<file path="src/rtl/tdm_mux81_pkg.sv">
// tdm_pkg: shared types and constants for the tdm_mux81 serializer slice.
// Optional build macro used by the slice: TDM_MUX81_PARITY_EN.
package tdm_pkg;

    typedef enum logic [1:0] {
        IDLE = 2'd0,
        SCAN = 2'd1,
        DONE = 2'd2
    } state_t;

    localparam int NCH_DEF   = 8;
    localparam int CH_W      = 3;
    localparam int DWELL_DEF = 4;

endpackage

</file>
<file path="src/rtl/tdm_mux81_if.sv">
// tdm_mux81_if: request and serial-slot bundle between a channel source and tdm_mux81.
// parity_slot exists only when TDM_MUX81_PARITY_EN is defined.
interface tdm_mux81_if;
    import tdm_pkg::*;

    logic                start;
    logic                fixed_mode;
    logic [CH_W-1:0]     sel;
    logic [NCH_DEF-1:0]  inputs;
    logic                data;
    logic [CH_W-1:0]     control;
    logic                valid;
    logic                busy;
    logic                done;
`ifdef TDM_MUX81_PARITY_EN
    logic                parity_slot;
`endif

    modport master (
        output start, fixed_mode, sel, inputs,
        input  data, control, valid, busy, done
`ifdef TDM_MUX81_PARITY_EN
        , input parity_slot
`endif
    );

    modport slave (
        input  start, fixed_mode, sel, inputs,
        output data, control, valid, busy, done
`ifdef TDM_MUX81_PARITY_EN
        , output parity_slot
`endif
    );

endinterface

</file>
<file path="src/rtl/tdm_mux81_dwell_cnt.sv">
// tdm_dwell_cnt: counts 0..DWELL-1 while enabled; tc flags the last cycle of a slot.
module tdm_dwell_cnt #(
    parameter int DWELL = tdm_pkg::DWELL_DEF
) (
    input  logic clk,
    input  logic rst_n,
    input  logic clr,
    input  logic en,
    output logic tc
);
    localparam int            CW   = (DWELL > 1) ? $clog2(DWELL) : 1;
    localparam logic [CW-1:0] LAST = CW'(DWELL - 1);

    logic [CW-1:0] cnt;

    // Clear has priority so a terminal count restarts the next slot at zero.
    always_ff @(posedge clk or negedge rst_n) begin
        if (!rst_n) begin
            cnt <= '0;
        end else if (clr) begin
            cnt <= '0;
        end else if (en) begin
            cnt <= cnt + 1'b1;
        end
    end

    assign tc = (cnt == LAST);

endmodule

</file>
<file path="src/rtl/tdm_mux81.sv">
// tdm_mux81: snapshots an 8-bit word on start and serializes it one channel per
// DWELL-cycle slot onto data/control (all outputs registered).
// Build macro TDM_MUX81_PARITY_EN adds an even-parity ninth slot in scan mode.
module tdm_mux81
    import tdm_pkg::*;
#(
    parameter int DWELL = DWELL_DEF,
    parameter int NCH   = NCH_DEF
) (
    input  logic         clk,
    input  logic         rst_n,
    tdm_mux81_if.slave   bus
);
    localparam logic [CH_W-1:0] LAST_CH = CH_W'(NCH_DEF - 1);

    if (NCH != 8) begin : g_bad_nch
        $error("tdm_mux81: NCH must be 8");
    end
    if (DWELL < 1 || DWELL > 255) begin : g_bad_dwell
        $error("tdm_mux81: DWELL must be 1..255");
    end

    state_t              state;
    logic                mode;
    logic                par_ph;
    logic [CH_W-1:0]     ch;
    logic [NCH_DEF-1:0]  snap;
    logic                tc;

    logic                data_p1;
    logic [CH_W-1:0]     control_p1;
    logic                valid_p1;
    logic                busy_p1;
    logic                done_p1;

    tdm_dwell_cnt #(.DWELL(DWELL)) u_cnt (
        .clk   (clk),
        .rst_n (rst_n),
        .clr   ((state != SCAN) | tc),
        .en    (state == SCAN),
        .tc    (tc)
    );

    // Sequencer: snapshot on start, step channels on terminal count, registered slot outputs.
    always_ff @(posedge clk or negedge rst_n) begin
        if (!rst_n) begin
            state      <= IDLE;
            mode       <= 1'b0;
            par_ph     <= 1'b0;
            ch         <= '0;
            snap       <= '0;
            data_p1    <= 1'b0;
            control_p1 <= '0;
            valid_p1   <= 1'b0;
            busy_p1    <= 1'b0;
            done_p1    <= 1'b0;
        end else begin
            case (state)
                IDLE: begin
                    data_p1    <= 1'b0;
                    control_p1 <= '0;
                    valid_p1   <= 1'b0;
                    busy_p1    <= 1'b0;
                    done_p1    <= 1'b0;
                    par_ph     <= 1'b0;
                    if (bus.start) begin
                        snap  <= bus.inputs;
                        mode  <= bus.fixed_mode;
                        ch    <= bus.fixed_mode ? bus.sel : '0;
                        state <= SCAN;
                    end
                end
                SCAN: begin
                    valid_p1 <= 1'b1;
                    busy_p1  <= 1'b1;
                    done_p1  <= 1'b0;
                    if (par_ph) begin
                        data_p1    <= ^snap;
                        control_p1 <= '0;
                    end else begin
                        data_p1    <= snap[ch];
                        control_p1 <= ch;
                    end
                    if (tc) begin
                        if (mode || par_ph) begin
                            state <= DONE;
                        end else if (ch != LAST_CH) begin
                            ch <= ch + 1'b1;
                        end else begin
`ifdef TDM_MUX81_PARITY_EN
                            par_ph <= 1'b1;
`else
                            state  <= DONE;
`endif
                        end
                    end
                end
                DONE: begin
                    data_p1    <= 1'b0;
                    control_p1 <= '0;
                    valid_p1   <= 1'b0;
                    busy_p1    <= 1'b0;
                    done_p1    <= 1'b1;
                    par_ph     <= 1'b0;
                    state      <= IDLE;
                end
                default: begin
                    state <= IDLE;
                end
            endcase
        end
    end

`ifdef TDM_MUX81_PARITY_EN
    logic parity_p1;

    // Parity-slot flag tracks the registered slot outputs cycle for cycle.
    always_ff @(posedge clk or negedge rst_n) begin
        if (!rst_n) begin
            parity_p1 <= 1'b0;
        end else begin
            parity_p1 <= (state == SCAN) && par_ph;
        end
    end

    assign bus.parity_slot = parity_p1;
`endif

    assign bus.data    = data_p1;
    assign bus.control = control_p1;
    assign bus.valid   = valid_p1;
    assign bus.busy    = busy_p1;
    assign bus.done    = done_p1;

endmodule

</file>
<file path="src/flat_wrapper.sv">
// flat-port wrapper written by rule: the top's interface ports become plain ports
module tdm_mux81_flat import tdm_pkg::*;
#(
    parameter int DWELL = DWELL_DEF,
    parameter int NCH   = NCH_DEF
)
  (clk, rst_n, bus_start, bus_fixed_mode, bus_sel, bus_inputs, bus_data, bus_control, bus_valid, bus_busy, bus_done);
  tdm_mux81_if bus_i ();
  input  logic clk;
  input  logic rst_n;
  input wire logic [$bits(bus_i.start)-1:0] bus_start;
  input wire logic [$bits(bus_i.fixed_mode)-1:0] bus_fixed_mode;
  input wire logic [$bits(bus_i.sel)-1:0] bus_sel;
  input wire logic [$bits(bus_i.inputs)-1:0] bus_inputs;
  output wire logic [$bits(bus_i.data)-1:0] bus_data;
  output wire logic [$bits(bus_i.control)-1:0] bus_control;
  output wire logic [$bits(bus_i.valid)-1:0] bus_valid;
  output wire logic [$bits(bus_i.busy)-1:0] bus_busy;
  output wire logic [$bits(bus_i.done)-1:0] bus_done;
  assign bus_i.start = bus_start;
  assign bus_i.fixed_mode = bus_fixed_mode;
  assign bus_i.sel = bus_sel;
  assign bus_i.inputs = bus_inputs;
  assign bus_data = bus_i.data;
  assign bus_control = bus_i.control;
  assign bus_valid = bus_i.valid;
  assign bus_busy = bus_i.busy;
  assign bus_done = bus_i.done;
  tdm_mux81 #(.DWELL(DWELL), .NCH(NCH)) u_core (.clk(clk), .rst_n(rst_n), .bus(bus_i));
endmodule
</file>
<file path="config.mk">
export PLATFORM = sky130hd
export DESIGN_NAME = tdm_mux81_flat
export DESIGN_NICKNAME = d
export VERILOG_FILES = /design/src/rtl/tdm_mux81_pkg.sv /design/src/rtl/tdm_mux81_if.sv /design/src/rtl/tdm_mux81_dwell_cnt.sv /design/src/rtl/tdm_mux81.sv /design/src/flat_wrapper.sv
export SDC_FILE = /design/constraint.sdc
export NUM_CORES = 1
export LEC_CHECK = 0
export ABC_AREA = 1
export BUFFER_PORTS_ARGS = -buffer_cell sky130_fd_sc_hd__buf_4
export CAP_MARGIN = 20
export CORE_MARGIN = 3
export CORE_UTILIZATION = 30
export CTS_CLUSTER_DIAMETER = 80
export DETAILED_ROUTE_END_ITERATION = 16
export GPL_TIMING_DRIVEN = 0
export PLACE_DENSITY_LB_ADDON = 0.25
export SLEW_MARGIN = 10
export SYNTH_ARGS = -nofsm -noshare
export SYNTH_HDL_FRONTEND = slang
export SYNTH_SLANG_ARGS = --single-unit
</file>
<file path="constraint.sdc">
create_clock -name clk -period 3.6 [get_ports clk]
set_input_delay 0.54 -clock clk [delete_from_list [all_inputs] [get_ports clk]]
set_output_delay 0.54 -clock clk [all_outputs]
set_load 0.005 [all_outputs]
</file>
### Word-level counts from Yosys, hierarchy flattened

Index checks and enable logic that the tools add are counted.
Widths: inputs -> output; s select.

* output and inout port bits: 7
* bits in registers: 22
* input bits: 15

* bitwise gates (word level): 1
* $add $sub $neg: 2
* magnitude comparators: 1
* mux-type cells: 19
* equal/unequal tests: 10
* reductions and logical operators: 10

Operators with widths (number)
* $mux 3: 5
* $mux 2: 6
* $pmux 3 s2: 2
* $reduce_bool 2->1: 4
* $ne 2x1->1 const B: 3
* $pmux 1 s2: 3
* $reduce_and 5->1: 1
* $eq 2x2->1 const B: 2
* $lt 3x4->1 const B: 1
* $ne 2x2->1 const B: 2
* $pmux 2 s2: 1
* $reduce_or 2->1: 2
* $add 3x1->3 const B: 1
* $bmux 1 s3: 1
* $ne 3x2->1 const B: 1
* $ne 3x3->1 const B: 1
* $reduce_and 3->1: 1
* $add 2x1->2 const B: 1
* $eq 2x1->1 const B: 1
* $logic_not 2->1: 1
* $reduce_and 2->1: 1
* $mux 1: 1
* $or 1x1->1: 1

### Depth between registers and ports, before layout

Gate-level depths: netlist of run 1.

* depth after elaboration: 5
* gate-level depth with buffers: 7

### Hierarchy

Synthesis of run 1 repeated with hierarchy kept, for this count alone.

* cell total of the unflattened synthesis: 129
* area, all modules: 1067.3 µm²

Modules (own cells, without submodules)
* tdm_mux81: times used 1, area each 969.7 µm², cells each 117
* tdm_dwell_cnt: times used 1, area each 97.6 µm², cells each 12

### Least setup slack after synthesis of run 1

OpenSTA, ideal clock, no wires.

* path type: reg-to-reg
* start: reg u_core.ch[0]
* end: reg u_core.ch[1]
* path buffers: 0
* path slack: 2.216 ns
* data arrival time: 1.310 ns
* cell stages (with the launch flop): 8
* library setup time: 0.074 ns
* path through: dfrtp_1 -> ha_1 -> ha_1 -> nor2_1 -> nand3_4 -> nand2_4 -> nand2_1 -> o21ai_2

* cells in the longest elaborated chain, start to end: 5

Ends and longest elaborated chain
* start: declaration: line tdm_mux81.sv:26 `logic [CH_W-1:0] ch;`
* start signal: assignment: line tdm_mux81.sv:69 `ch <= bus.fixed_mode ? bus.sel : '0;`
* start signal: assignment: line tdm_mux81.sv:88 `ch <= ch + 1'b1;`
* $add 3x1->3: line tdm_mux81.sv:88
* $mux 3: line tdm_mux81.sv:87 `end else if (ch != LAST_CH) begin`
* $mux 3: line tdm_mux81.sv:85 `if (mode || par_ph) begin`
* $mux 3: line tdm_mux81.sv:84 `if (tc) begin`
* $pmux 3 s2: line tdm_mux81.sv:58 `case (state)`

Parallel ways exist; a longest one is shown, timed or not. The select of a mux whose other input is x is not followed.
A chain may end at the register's enable or synchronous reset.

### Worst setup path after layout of run 1

* start: reg u_core.ch[0]
* end: reg u_core.ch[2]

The elaborated chain is that of the path after synthesis.

==> results of run 1 <==
[per-stage QoR]
step           util (%)  hold slack, ns
2_1_floorplan         -          0.2444
3_3_place_gp      38.06          0.4186
3_5_place_dp      38.06          0.4275
4_1_cts           38.72          0.1063
5_1_grt           38.72          0.1102
6_report          38.72          0.1004
[sequential cells by signal, indices dropped and copies added (netlist names)]
name                flops
u_core.snap             8
u_core.bus.control      3
u_core.ch               3
u_core.state            2
u_core.u_cnt.cnt        2
u_core.bus.data         1
u_core.bus.done         1
u_core.bus.valid        1
u_core.mode             1
[power groups by stage]
| stage | registers [uW] | logic [uW] | clock network, uW |
|---|---|---|---|
| floorplan | 414 | 319 | 0 |
| detailed placement | 428 | 434 | 0 |
| global route | 434 | 508 | 120 |
| CTS | 423 | 435 | 115 |
| global placement | 424 | 425 | 0 |
| finish | 421 | 427 | 110 |
[cells by family after synthesis]
kind of cell               Yosys count  synth area share (%)
and+or+nand+nor                     72                 31.49
DFF                                 22                 50.75
buffers and inverters               16                 7.267
AOI/OAI and AO/OA                   10                 7.035
adders and majority gates            3                 3.461
[worst min path at each step]
stage | start | to | slack [ns]
2_1_floorplan | rst_n | u_core.bus.control[0]$_DFFE_PN0P_ | 0.24
3_3_place_gp | u_core.u_cnt.cnt[0]$_DFFE_PN0P_ | u_core.u_cnt.cnt[0]$_DFFE_PN0P_ | 0.42
3_5_place_dp | u_core.u_cnt.cnt[0]$_DFFE_PN0P_ | u_core.u_cnt.cnt[0]$_DFFE_PN0P_ | 0.43
4_1_cts | rst_n | u_core.bus.control[0]$_DFFE_PN0P_ | 0.11
5_1_grt | rst_n | u_core.bus.control[2]$_DFFE_PN0P_ | 0.11
6_report | rst_n | u_core.bus.control[0]$_DFFE_PN0P_ | 0.10
[cells in the final DEF (no fill, tap or decap)]
cell type / instances
nor2_1: 11
dfrtp_1: 22
or2_1: 1
nand4_1: 1
nand2_2: 1
buf_6: 2
o21ai_2: 3
inv_1: 11
a21oi_2: 4
nand3_1: 16
buf_4: 22
inv_2: 2
clkbuf_4: 3
nand3_4: 1
ha_1: 3
nor2_4: 2
o21ai_0: 3
nand2_1: 37
nand2_4: 2
[routing by layer]
metal | vias to the layer above | track usage [%] | share of wire (%)
li1 | 439 | - | -
met1 | 396 | 12.53 | 45
met2 | 17 | 18.46 | 49
met3 | 5 | 1.020 | 3.3
met4 | 0 | 5.330 | 2.1
met5 | - | 0 | 0
[final cells by class]
class | count | area (um2)
fillers | 370 | 2093
flip-flops and latches | 22 | 550.5
multi-input cells | 85 | 455.4
repair buffers | 21 | 157.7
well taps | 46 | 57.56
inverters | 13 | 48.80
plain buffers | 3 | 30.03
clock buffers | 3 | 22.52
==> impl_results.md, run 1 <==
- Final Net Count: 167
- Depth of the most critical reg-to-reg path: 7
- F_max: 655.2 MHz
- First-pass GRT wire length: 3.588 mm
- Fin cells: 193
- Final Hold Fails: 0
- Unrepaired setup endpoints after global routing: false
- Top-Level Pins: 22
- Synth cell types: 18
- Final setup margin: 2.074 ns
- Number of flops mapped to enable cells by yosys: 0
- Routability cong.: 0.7701
- Worst setup path startpoint: u_core.ch[0]$_DFFE_PN0P_
- Clk slew on worst S/H paths: 0.11 ns
- Psw: 375.1 uW
- Cell mode on critical path: ha_1
- Count of pins over their slew limit: 0
- Post-DR wirelength/cell: 10.37 um
- Slew @ Worst Pin: 0.2793 ns
- Worst path cell trace: ha_1 > ha_1 > nor2_1 > nand3_4 > nand2_4 > nand2_1 > o21ai_2
- CTS tree: built
- Hold crit path type: in -> async
- Synth top area cells: dfrtp_1, nand2_1, nand3_1
- Vias in the first global route: 884
- Pwr dens: 724.6 nW/um2
- Cts hold-fix bufs: 0
- Port Buffers: 21
- Leak: 0.0006944 uW
- Final HPWL DP: 1.600 mm
- Area Overhead vs Synth: 21.91%
- Outcome: completed
- Post-Syn Area: 1085 um2
- Setup crit end kind: flop
- Total power after layout: 958.4 uW
- CP Depth: 7
- Largest net degree at the start of global routing: 23
- Grt ovf: 0
- Main synth FF type: dfrtp_1
- Row count: 21
- # diodes: 0
- Min Tclk post-route: 1.526 ns
- Sw frac: 39.14%
- Die X: 66.13 um
- Post-synthesis async set-or-reset flop share: 100.0%
- Critical-path top delay cell: dfrtp_1
- Initial antenna violation count: 0
- CP Capture Point: u_core.ch[2]$_DFFE_PN0P_
- Endpoints failing setup: 0
- Post-CTS setup buffer count: 0
- Worst skew pair latency: 0.30 ns
- Placed insts: 190
- Synthesized Nets: 141
- Gate Count Post-Synth: 123
- Routed wire length: 2.002 mm
- VDD IR-drop max: 0.1908 mV
- Reg-to-Reg End: u_core.ch[2]$_DFFE_PN0P_
- Tcrit/Tclk final: 42.40%
- Cell Int Power: 583.2 uW
- Most numerous cell in the Yosys netlist: nand2_1
- CP startpoint kind: flop
- CTS Sinks: 22
- Setup TNS: 0 ns
- Chip Height: 66.13 um
- Ys Warns: 0
- Yosys top cell area share: 50.75%
- Setup slack, reg-to-reg: 2.07 ns
- All-Layer GR Usage: 10.49%
- Place WS: 2.097 ns
- Maximum fanout along the worst path: 8
- Detailed Routing Iterations Pass 1: 4
- Number of vias per cell: 4.440
- Synth Register Bits: 22
- Sequential Power Share: 43.9%
- Share of layout cells above drive strength 1: 28.57%
- Iteration-0 DRC count of the detailed router: 13
- H-tree depth: 1
- Critical setup path kind: reg -> reg
- Initial Utilization: 31.76%
- Clock Skew: 0.0007190 ns
- Top delay family on crit path: simple AND/OR/NAND/NOR gates
- Fin area: 1323 um2
- Post-synth top cells: nand2_1, dfrtp_1, nand3_1
- Max_cap viols: 0
- Die area: 4373 um2
- Worst EP required: 3.84 ns
- Antenna-violating nets left: 0
- Via count: 857
- Worst relative slew slack: 81.38%
- Placed Area: 1300 um2
- Synth Area per Inst: 8.819 um2
- Worst path arrival time: 1.77 ns
- Buf+Inv Stages, Crit Path: 0
- Clock power frac: 11.5%
- Total CTS buffers: 3
- Maximum buffer depth of the clock tree: 2
- Crit path largest cell delay: 0.49 ns
- Logic pwr share: 44.6%
- Post-synthesis sequential area ratio: 50.75%
- Core area: 3416 um2
- Post-CTS sizing: 0
- FF-to-FF Start: u_core.ch[0]$_DFFE_PN0P_
- Clk Tree Root Cell: clkbuf_4
- Synth area leader: dfrtp_1
- DRC Markers: 0
No activity file was read; power rests on OpenSTA's default activity.
==> inputs of run 2 (changes only) <==
ABC_AREA = 0   (was 1)
clock period = 1.6 ns   (was 3.6 ns; I/O delays follow)
==> run 2 against run 1 <==
Compared with the run above:
- maximum frequency decreased by 2.8%
- register-to-register slack got worse by 2.0 ns
- synthesized area decreased by 5.4%
- global-route usage decreased by 0.37 points
- sequential power increased by 130%
- critical path type unchanged
- critical endpoint is now u_core.ch[1]$_DFFE_PN0P_
- largest cell class unchanged
==> impl_results.md, run 2 <==
- Routed wire length: 1.824 mm
- Post-synthesis sequential area ratio: 53.66%
- Initial antenna violation count: 0
- Final HPWL DP: 1.387 mm
- Die X: 64.48 um
- All-Layer GR Usage: 10.12%
- Setup crit end kind: flop
- Area Overhead vs Synth: 30.49%
- Gate Count Post-Synth: 78
- # diodes: 0
- Antenna-violating nets left: 0
- Total CTS buffers: 3
- Count of pins over their slew limit: 0
- Post-synth top cells: dfrtp_1, mux2_2, mux2i_1
- Worst EP required: 1.79 ns
- Tcrit/Tclk final: 98.13%
- Worst relative slew slack: 81.99%
- Synth area leader: dfrtp_1
- Commonest non-fill, non-tap cell in the layout: buf_4
- Critical setup path kind: reg -> reg
- Row count: 20
- Met2 global-route usage: 16.88%
- Most numerous cell in the Yosys netlist: dfrtp_1
- Largest net degree at the start of global routing: 23
- GR peak layer: met2
- Endpoints failing setup: 0
- Maximum fanout along the worst path: 3
- CTS Sinks: 22
- Largest Register: u_core.snap
- Leak: 0.0006045 uW
- Slew @ Worst Pin: 0.2701 ns
- Top-Level Pins: 22
- Register cell area after layout: 550.5 um2
- Grt ovf: 0
- Filler cells: 335
- Post-DR wirelength/cell: 12.24 um
- Initial Utilization: 32.54%
- Post-Syn Area: 1026 um2
- Synth top area cells: dfrtp_1, mux2_2, mux2i_1
- Final Net Count: 125
- VDD IR-drop max: 0.6562 mV
- Place WS: -0.1112 ns
- Detailed Routing Iterations Pass 1: 2
- Clock Skew: 0.005022 ns
- CP startpoint kind: flop
- Max_cap viols: 0
- GR Layer Usage met3: 3.813%
- Core area: 3153 um2
- Share of layout cells above drive strength 1: 48.57%
- First-pass GRT wire length: 3.256 mm
- CTS tree: built
- Footprint of the multi-input gates: 471.7 um2
- Iteration-0 DRC count of the detailed router: 21
- DRC Markers: 0
- Yosys top cell area share: 53.66%
- F_max: 636.9 MHz
- Largest register FFs: 8
- Ys Warns: 0
- Min Tclk post-route: 1.570 ns
- FF-to-FF Start: u_core.ch[0]$_DFFE_PN0P_
- Die area: 4158 um2
- Routability cong.: 0.7611
- Hold Crit Start: bus_inputs[0]
- Number of flops mapped to enable cells by yosys: 0
- Synth Area per Inst: 13.15 um2
- Outcome: completed
- Synth Register Bits: 22
- Clk Tree Root Cell: clkbuf_4
- Vias in the first global route: 720
- Via count: 658
- Fin util: 42.46%
- Pwr dens: 1763 nW/um2
- Setup TNS: 0 ns
- Main synth FF type: dfrtp_1
- Worst setup path startpoint: u_core.ch[0]$_DFFE_PN0P_
- H-tree depth: 1
- Worst path arrival time: 1.76 ns
- Number of vias per cell: 4.416
- Most frequent cells in the layout: buf_4, dfrtp_1, mux2i_1
- Final Hold Fails: 0
- Clk slew on worst S/H paths: 0.11 ns
- Maximum buffer depth of the clock tree: 2
- Grt met1 use: 13.03%
- Port Buffers: 21
- Hold crit path type: in -> reg
- Synth cell types: 21
- Chip Height: 64.48 um
- Synthesized Nets: 96
- Final setup margin: 0.02985 ns
- Post-synthesis async set-or-reset flop share: 100.0%
- Unrepaired setup endpoints after global routing: true
- Worst skew pair latency: 0.30 ns
## run 2: changes by cell type in the layout (fill, tap and decap cells not counted), sizes merged, moves of 3 or more
cell | before | now
nand3 | 17 | 0
mux2 | 0 | 12
mux2i | 0 | 10
o21ai | 6 | 2
buf | 24 | 28
nor2 | 13 | 1
nand2 | 40 | 3
nor2b | 0 | 3
inv | 13 | 4
## run 2: kinds of logic (layout without fill, tap and decap cells)
kind of cell,after synthesis,in the layout,share of synthesized area (%)
flops,22,22,53.66
compound gates,7,7,4.756
fa+ha+maj,3,3,3.659
simple gates,13,13,7.560
mux,23,23,25.12
buf+inv,10,37,5.244
## run 2: final cells by class
type	instances	area share [%]
multi-input cells	46	35.23
repair buffers	24	13.64
well taps	44	4.112
clock buffers	3	1.682
inverters	4	1.121
plain buffers	6	3.084
flip-flops and latches	22	41.12
## run 2: path summary, 6_finish.rpt
kind	endpoint	slack, ns	cells past startpoint
max reg2reg	u_core.ch[1]$_DFFE_PN0P_	0.03	5
max in group asynchronous	u_core.snap[7]$_DFFE_PN0P_	1.03	2
min in group asynchronous	u_core.state[1]$_DFFE_PN0P_	0.35	2
min reg2reg	u_core.u_cnt.cnt[0]$_DFFE_PN0P_	0.45	1
min	u_core.snap[0]$_DFFE_PN0P_	0.17	2
max	u_core.ch[1]$_DFFE_PN0P_	0.03	5
## run 2: layer usage
layer  part of all wire (%)  vias to the layer above  wire length [um]
met1                     44                      315               810
met4                      0                        0                 0
met3                    6.5                        0               119
met2                     49                       18               895
li1                       -                      325                 -
met5                      0                        -                 0
## run 2: power by group
part	total, uW	switching (uW)	internal [uW]
registers	969	157	812
clock network	239	152	87.6
logic	1150	435	716
total	2360	743	1620
## run 2: through the flow
stage	instances	hold slack [ns]	cell area, um2	total power, uW
floorplan	78	-0.05559	1026	1689
global placement	143	0.1410	1239	1959
detailed placement	143	0.1432	1239	2003
CTS	149	0.1606	1303	2332
global route	149	0.1398	1339	2590
finish	149	0.1686	1339	2360
## run 2: timing repair
item | CTS | global route
setup buffers | 2 | 0
hold endpoints to repair | 22 | 0
gates cloned | 0 | 0
hold buffers | 1 | 0
resized for setup | 5 | 4
endpoints found under the setup margin | 3 | 3
pin swaps | 2 | 1
## run 2: worst max-delay path, cell delays in order (launching register included)
cell and delay (ns):
dfrtp_1 0.39, ha_2 0.20, ha_4 0.16, nand4bb_4 0.20, a21oi_4 0.20, mux2_4 0.32
